## src/rtl/mdio_pkg.sv

```systemverilog
// Shared definitions for the Clause-22 MDIO responder: frame field widths, opcodes, FSM states.
// Latency: n/a (types and constants only).
// Backpressure: n/a.
package mdio_pkg;

  localparam int PHYAD_W = 5;
  localparam int REGAD_W = 5;
  localparam int DATA_W  = 16;

  localparam logic [1:0] OP_READ  = 2'b10;
  localparam logic [1:0] OP_WRITE = 2'b01;

  // One state per management-frame field; every transition happens on an MDC rise
  typedef enum logic [2:0] {
    PRE,
    ST1,
    OP,
    PHYAD,
    REGAD,
    TA1,
    TA2,
    DATA
  } mdio_state_t;

  // Only read and write are Clause-22 opcodes; 00/11 abandon the frame
  function automatic logic op_valid(input logic [1:0] op);
    return (op == OP_READ) || (op == OP_WRITE);
  endfunction

endpackage

```

## src/rtl/mdio_sync_edge.sv

```systemverilog
// Brings MDC and MDIO into the clk domain and flags each MDC rising edge as a 1-clk pulse.
// Latency: 2 clk synchronizer; rise is high in the cycle the synced mdc first reads 1.
// Backpressure: none; free-running sampler.
module mdio_sync_edge (
  input  logic clk,
  input  logic reset_n,
  input  logic mdc,
  input  logic mdio_in,
  output logic rise,
  output logic mdio_bit
);

  logic mdc_meta;
  logic mdc_sync;
  logic mdc_prev;
  logic mdio_meta;
  logic mdio_sync;

  // Two-flop synchronizers plus a delayed copy of synced mdc for edge detection.
  // MDIO idles high (pull-up), so its flops reset to 1.
  always_ff @(posedge clk or negedge reset_n) begin
    if (!reset_n) begin
      mdc_meta  <= 1'b0;
      mdc_sync  <= 1'b0;
      mdc_prev  <= 1'b0;
      mdio_meta <= 1'b1;
      mdio_sync <= 1'b1;
    end else begin
      mdc_meta  <= mdc;
      mdc_sync  <= mdc_meta;
      mdc_prev  <= mdc_sync;
      mdio_meta <= mdio_in;
      mdio_sync <= mdio_meta;
    end
  end

  assign rise     = mdc_sync & ~mdc_prev;
  assign mdio_bit = mdio_sync;

endmodule

```

## src/rtl/mdio_phy_responder.sv

```systemverilog
// Clause-22 MDIO target: decodes management frames and maps them onto a simple register port.
// Latency: outputs update 1 clk after the synced MDC rise; reg_rdata is captured 1 clk after reg_rd.
// Backpressure: none; the master paces everything via MDC and the register port must keep up.
module mdio_phy_responder
  import mdio_pkg::*;
#(
  parameter int PREAMBLE_MIN = 32,
  parameter int IDLE_TIMEOUT = 4096,
  parameter int TIMEOUT_W    = 13
) (
  input  logic               clk,
  input  logic               reset_n,
  input  logic [PHYAD_W-1:0] phy_addr,
  input  logic               mdc,
  input  logic               mdio_in,
  output logic               mdio_out,
  output logic               mdio_oen,
  output logic [REGAD_W-1:0] reg_addr,
  output logic [DATA_W-1:0]  reg_wdata,
  output logic               reg_wr,
  output logic               reg_rd,
  input  logic [DATA_W-1:0]  reg_rdata,
  output logic               busy
);

  localparam int                   PRE_CNT_W  = 6;
  localparam logic [PRE_CNT_W-1:0] PRE_MIN_C  = PRE_CNT_W'(PREAMBLE_MIN);
  localparam logic [TIMEOUT_W-1:0] TIMEOUT_C  = TIMEOUT_W'(IDLE_TIMEOUT);
  localparam logic [3:0]           PHYAD_LAST = 4'(PHYAD_W - 1);
  localparam logic [3:0]           REGAD_LAST = 4'(REGAD_W - 1);
  localparam logic [3:0]           DATA_LAST  = 4'(DATA_W - 1);

  logic rise;
  logic bit_in;

  mdio_state_t          state,     state_nxt;
  logic [PRE_CNT_W-1:0] pre_cnt,   pre_cnt_nxt;
  logic [3:0]           bit_cnt,   bit_cnt_nxt;
  logic [1:0]           op_sr,     op_sr_nxt;
  logic [PHYAD_W-1:0]   addr_sr,   addr_sr_nxt;
  logic                 is_read,   is_read_nxt;
  logic                 match,     match_nxt;
  logic [DATA_W-1:0]    shreg,     shreg_nxt;
  logic                 rd_pend;
  logic                 oen_nxt;
  logic                 out_nxt;
  logic [REGAD_W-1:0]   reg_addr_nxt;
  logic [DATA_W-1:0]    reg_wdata_nxt;
  logic                 reg_wr_nxt;
  logic                 reg_rd_nxt;
  logic                 busy_nxt;

  logic [TIMEOUT_W-1:0] tcnt;
  logic                 timeout_hit;

  logic [1:0]           op_word;
  logic [PHYAD_W-1:0]   addr_word;
  logic [DATA_W-1:0]    data_word;

  mdio_sync_edge u_sync (
    .clk      (clk),
    .reset_n  (reset_n),
    .mdc      (mdc),
    .mdio_in  (mdio_in),
    .rise     (rise),
    .mdio_bit (bit_in)
  );

  // Field words as they will look once the current bit is shifted in
  assign op_word     = {op_sr[0], bit_in};
  assign addr_word   = {addr_sr[PHYAD_W-2:0], bit_in};
  assign data_word   = {shreg[DATA_W-2:0], bit_in};
  assign timeout_hit = (tcnt == TIMEOUT_C);

  // Idle watchdog: clk cycles since the last MDC rise, saturating at the limit
  always_ff @(posedge clk or negedge reset_n) begin
    if (!reset_n) begin
      tcnt <= '0;
    end else if (rise) begin
      tcnt <= '0;
    end else if (!timeout_hit) begin
      tcnt <= tcnt + TIMEOUT_W'(1);
    end
  end

  // Frame decoder: next state, shift registers and next values of all registered outputs
  always_comb begin
    state_nxt     = state;
    pre_cnt_nxt   = pre_cnt;
    bit_cnt_nxt   = bit_cnt;
    op_sr_nxt     = op_sr;
    addr_sr_nxt   = addr_sr;
    is_read_nxt   = is_read;
    match_nxt     = match;
    shreg_nxt     = shreg;
    oen_nxt       = mdio_oen;
    out_nxt       = mdio_out;
    reg_addr_nxt  = reg_addr;
    reg_wdata_nxt = reg_wdata;
    reg_wr_nxt    = 1'b0;
    reg_rd_nxt    = 1'b0;
    busy_nxt      = busy;

    // Read data arrives one cycle after the strobe; TA is far enough away that no rise collides
    if (rd_pend) begin
      shreg_nxt = reg_rdata;
    end

    if (timeout_hit && (state != PRE)) begin
      // Master went quiet mid-frame: drop everything, never commit a partial write
      state_nxt   = PRE;
      pre_cnt_nxt = '0;
      busy_nxt    = 1'b0;
      oen_nxt     = 1'b1;
      out_nxt     = 1'b1;
    end else if (rise) begin
      unique case (state)
        PRE: begin
          if (bit_in) begin
            if (pre_cnt < PRE_MIN_C) begin
              pre_cnt_nxt = pre_cnt + PRE_CNT_W'(1);
            end
          end else if (pre_cnt >= PRE_MIN_C) begin
            state_nxt   = ST1;
            pre_cnt_nxt = '0;
            busy_nxt    = 1'b1;
          end else begin
            pre_cnt_nxt = '0;
          end
        end

        ST1: begin
          if (bit_in) begin
            state_nxt   = OP;
            bit_cnt_nxt = '0;
          end else begin
            state_nxt   = PRE;
            pre_cnt_nxt = '0;
            busy_nxt    = 1'b0;
          end
        end

        OP: begin
          op_sr_nxt = op_word;
          if (bit_cnt == 4'd0) begin
            bit_cnt_nxt = 4'd1;
          end else if (op_valid(op_word)) begin
            state_nxt   = PHYAD;
            bit_cnt_nxt = '0;
            is_read_nxt = (op_word == OP_READ);
          end else begin
            state_nxt   = PRE;
            pre_cnt_nxt = '0;
            busy_nxt    = 1'b0;
          end
        end

        PHYAD: begin
          addr_sr_nxt = addr_word;
          if (bit_cnt == PHYAD_LAST) begin
            state_nxt   = REGAD;
            bit_cnt_nxt = '0;
            match_nxt   = (addr_word == phy_addr);
          end else begin
            bit_cnt_nxt = bit_cnt + 4'd1;
          end
        end

        REGAD: begin
          addr_sr_nxt = addr_word;
          if (bit_cnt == REGAD_LAST) begin
            state_nxt    = TA1;
            bit_cnt_nxt  = '0;
            reg_addr_nxt = addr_word;
            reg_rd_nxt   = is_read & match;
          end else begin
            bit_cnt_nxt = bit_cnt + 4'd1;
          end
        end

        TA1: begin
          // Start driving the TA2 zero so it is settled before the next rise
          state_nxt = TA2;
          if (is_read && match) begin
            oen_nxt = 1'b0;
            out_nxt = 1'b0;
          end
        end

        TA2: begin
          state_nxt   = DATA;
          bit_cnt_nxt = '0;
          if (is_read && match) begin
            out_nxt = shreg[DATA_W-1];
          end
          shreg_nxt = data_word;
        end

        DATA: begin
          // Writes shift in the sampled bit; reads shift out MSB-first (the shifted-in bit is unused)
          shreg_nxt = data_word;
          if (bit_cnt == DATA_LAST) begin
            state_nxt   = PRE;
            pre_cnt_nxt = '0;
            busy_nxt    = 1'b0;
            oen_nxt     = 1'b1;
            out_nxt     = 1'b1;
            if (!is_read && match) begin
              reg_wdata_nxt = data_word;
              reg_wr_nxt    = 1'b1;
            end
          end else begin
            bit_cnt_nxt = bit_cnt + 4'd1;
            if (is_read && match) begin
              out_nxt = shreg[DATA_W-1];
            end
          end
        end

        default: begin
          state_nxt   = PRE;
          pre_cnt_nxt = '0;
          busy_nxt    = 1'b0;
        end
      endcase
    end
  end

  // State and output registers; reset leaves the bus released and the decoder hunting for preamble
  always_ff @(posedge clk or negedge reset_n) begin
    if (!reset_n) begin
      state     <= PRE;
      pre_cnt   <= '0;
      bit_cnt   <= '0;
      op_sr     <= '0;
      addr_sr   <= '0;
      is_read   <= 1'b0;
      match     <= 1'b0;
      shreg     <= '0;
      rd_pend   <= 1'b0;
      mdio_oen  <= 1'b1;
      mdio_out  <= 1'b1;
      reg_addr  <= '0;
      reg_wdata <= '0;
      reg_wr    <= 1'b0;
      reg_rd    <= 1'b0;
      busy      <= 1'b0;
    end else begin
      state     <= state_nxt;
      pre_cnt   <= pre_cnt_nxt;
      bit_cnt   <= bit_cnt_nxt;
      op_sr     <= op_sr_nxt;
      addr_sr   <= addr_sr_nxt;
      is_read   <= is_read_nxt;
      match     <= match_nxt;
      shreg     <= shreg_nxt;
      rd_pend   <= reg_rd;
      mdio_oen  <= oen_nxt;
      mdio_out  <= out_nxt;
      reg_addr  <= reg_addr_nxt;
      reg_wdata <= reg_wdata_nxt;
      reg_wr    <= reg_wr_nxt;
      reg_rd    <= reg_rd_nxt;
      busy      <= busy_nxt;
    end
  end

endmodule

```

## config.mk

```make
export PLATFORM = sky130hd
export DESIGN_NAME = mdio_phy_responder
export DESIGN_NICKNAME = d
export VERILOG_FILES = /design/src/rtl/mdio_pkg.sv /design/src/rtl/mdio_sync_edge.sv /design/src/rtl/mdio_phy_responder.sv
export SDC_FILE = /design/constraint.sdc
export NUM_CORES = 1
export LEC_CHECK = 0
export BUFFER_PORTS_ARGS = -buffer_cell sky130_fd_sc_hd__buf_4
export CORE_UTILIZATION = 52
export CTS_CLUSTER_DIAMETER = 50
export DETAILED_ROUTE_END_ITERATION = 8
export GPL_TIMING_DRIVEN = 1
export PLACE_DENSITY = 0.81
export REMOVE_ABC_BUFFERS = 1
export SLEW_MARGIN = 25
export SYNTH_ARGS = -nofsm -noshare
export SYNTH_HDL_FRONTEND = slang
export SYNTH_SLANG_ARGS = --single-unit
```

## constraint.sdc

```tcl
create_clock -name clk -period 2.5 [get_ports clk]
set_clock_uncertainty 0.1 [all_clocks]
set_input_delay 0.125 -clock clk [delete_from_list [all_inputs] [get_ports clk]]
set_output_delay 0.125 -clock clk [all_outputs]
set_load 0.005 [all_outputs]
```

==> flow_summary.toml <==
[final_layout]
nets = 488
syn2layout_area_growth_pct = 24.11
finish.utilization = 0.6781
antenna_cells = 0
final_layout_size_suffix_gt1_frac = 0.2798

[die]
rows = 31
die_w_um = 90.00
die_height_um = 90.00
core-area_mm2 = 0.007370
initial_utilization = 0.5463
dieArea_mm2 = 0.008099
io_pins = 51

[worst_setup_path]
critical_path.cell_chain = "inv_1, ha_1, and4bb_1, and4b_1, or4b_4, mux2_4"
required_ns = 2.64
slowest_delay_ns = 0.68
crit_path_start_kind = "register"
critPathKind = "register to register"
cp-end-kind = "register"
cp_slowest_cell = "or4b_4"
worstPathMaxFanout = 18
cp.arrival_ns = 2.56

[clock_network]
clkSinkCount = 81
cts_root_buf = "clkbuf_8"
cts_max_level = 3
clk_transition_reported_paths_ns = 0.09
cts_tree = "done"
clock_latency_ns = 0.36
clockBufferDepth = 2
cts-buffers-inserted = 9
cts_setup_buffers = 0

[outcome]
status = "completed"

[job]
drv_cap = 0

[drt]
drt_wl_total_um = 8947
routed_via_density = 5.552
final_antenna_net_count = 0
drc = 0
vias = 3109
drt-initial-drc-count = 153
firstDrtPassIters = 4
avgRoutedWirePerCell_um = 15.98

[logic_synthesis]
synth_top_cell_area_share = 0.4786
synth-main-ff-cell = "dfrtp_1"
synth-edff-count = 0
ys_types = 58
avgSynthCellArea_um2 = 10.68
postSynthCellCount = 377
netlist_area_mm2 = 0.004026
ys_warn_count = 0
seq_area_frac_synth = 0.5047
synth_seq_cells = 81
synth_area_leaders = "dfrtp_1 (48%), mux2_2 (4.8%), mux2i_1 (4.2%), o21ai_0 (4.1%), nand2_1 (3.0%)"
synth_top_cell_by_area = "dfrtp_1"
synthArstFlopShare = 1.000

[grt]
grt_first_pass_wirelength_um = 15240
antenna_found_initial = 0
grt_max_degree = 82
grt_pass1_vias = 3207
grtUsageTotal = 0.2374
grt.overflow.total = 0

[power]
p_leak_nw = 2.256
powerDensity_mw_per_mm2 = 555.7
ir_drop_mv = 0.4892
p_total_mw = 2.777

[timing]
max_slew.worst_pin.slew_ns = 0.7254
finalSetupViolations = 0
setup_ws_ns = 0.08182
slew_violations = 0
holdWs_ns = 0.02296
fmax_mhz = 413.5
min_period_over_period = 0.9673
min_period_ns = 2.418
slew_headroom = 0.5164
finalHoldViolations = 0

[place]
io_buffers = 50
dp_slack_ns = 0.08552
hpwl_um = 5934
place.gp.congestion = 0.8890

[hold_path]
hold_class = "input port to register"
## cell families after synthesis
logic type | after synthesis | synth area share
buf+inv | 36 | 0.04661
xor+xnor | 16 | 0.03481
compound gates | 72 | 0.1109
fa+ha+maj | 7 | 0.02175
mux | 41 | 0.1159
simple gates | 124 | 0.1653
flops | 81 | 0.5047
## placed cells by master, fill, tap and decap left out, types with 7 or more instances in the layout
cell	count
dfrtp_1	77
a21oi_1	13
mux2_2	17
mux2_4	7
ha_1	7
inv_1	14
nand3_1	14
xor2_1	9
mux2i_1	17
nand2_1	32
xnor2_1	7
nor2_1	25
dlygate4sd3_1	16
clkbuf_8	9
buf_4	73
o21ai_0	33
## synthesized netlist by cell type, types with 7 or more instances
library cell,instances
dfrtp_1,77
o21ai_0,33
nand2_1,32
nor2_1,25
mux2_2,17
mux2i_1,17
a21oi_1,15
clkbuf_1,14
inv_1,14
nand3_1,14
xor2_1,9
ha_1,7
mux2_4,7
xnor2_1,7
## state kept, by name, indices dropped and copies added, names as in the netlist, 3 cells and up
signal     count
addr_sr        4
bit_cnt        4
pre_cnt        6
reg_addr       5
reg_wdata     16
shreg         16
state          3
tcnt          13
## critical path: cells and delay by family (launching register included)
family | cells | cell delay, ns
buffers and inverters | 1 | 0.10
DFF | 1 | 0.42
and+or+nand+nor | 3 | 1.12
adders and majority gates | 1 | 0.20
muxes | 1 | 0.35
## worst paths after layout
path                                        end  slack, ns  cells past startpoint             start
worst max register to register     reg_wdata[2]       0.08                      6           tcnt[0]
min in group asynchronous           reg_addr[2]       0.24                      2           reset_n
worst min-delay path                  shreg[15]       0.02                      3     reg_rdata[15]
worst min register to register  u_sync.mdio_bit       0.26                      0  u_sync.mdio_meta
max in group asynchronous          reg_wdata[2]       1.54                      2           reset_n
worst max-delay path               reg_wdata[2]       0.08                      6           tcnt[0]
## routing by layer
| metal | up-vias | global-route usage | share of wire |
|---|---|---|---|
| met4 | 0 | 0.06048 | 0.0097 |
| met2 | 73 | 0.4244 | 0.52 |
| met5 | - | 0 | 0 |
| met1 | 1534 | 0.2900 | 0.43 |
| met3 | 9 | 0.05415 | 0.036 |
| li1 | 1493 | - | - |
## stage by stage
step | area [um2] | TNS, ns | cells
4_1_cts | 4980 | 0 | 560
5_1_grt | 4997 | -0.01425 | 560
2_1_floorplan | 3891 | -0.1002 | 355
3_5_place_dp | 4571 | 0 | 528
6_report | 4997 | 0 | 560
3_3_place_gp | 4571 | 0 | 528
## timing repair
item,CTS,global route
setup endpoints to repair,0,4
hold endpoints to repair,92,0
resized for setup,0,4
hold buffers,16,0
## area by class of cell
| cell class | instances | area (um2) |
|---|---|---|
| Multi-Input combinational cell | 260 | 1821 |
| Inverter | 14 | 52.55 |
| Fill cell | 570 | 2372 |
| Clock buffer | 9 | 123.9 |
| Tap cell | 99 | 123.9 |
| Timing Repair Buffer | 90 | 719.4 |
| Sequential cell | 81 | 2032 |
| Clock inverter | 7 | 125.1 |
## report_power, final
part | total (mW) | switching (mW) | internal, mW
combinational | 0.208 | 0.107 | 0.102
clock | 1.18 | 0.508 | 0.673
sequential | 1.39 | 0.0409 | 1.35
No activity file was read; power rests on OpenSTA's default activity.
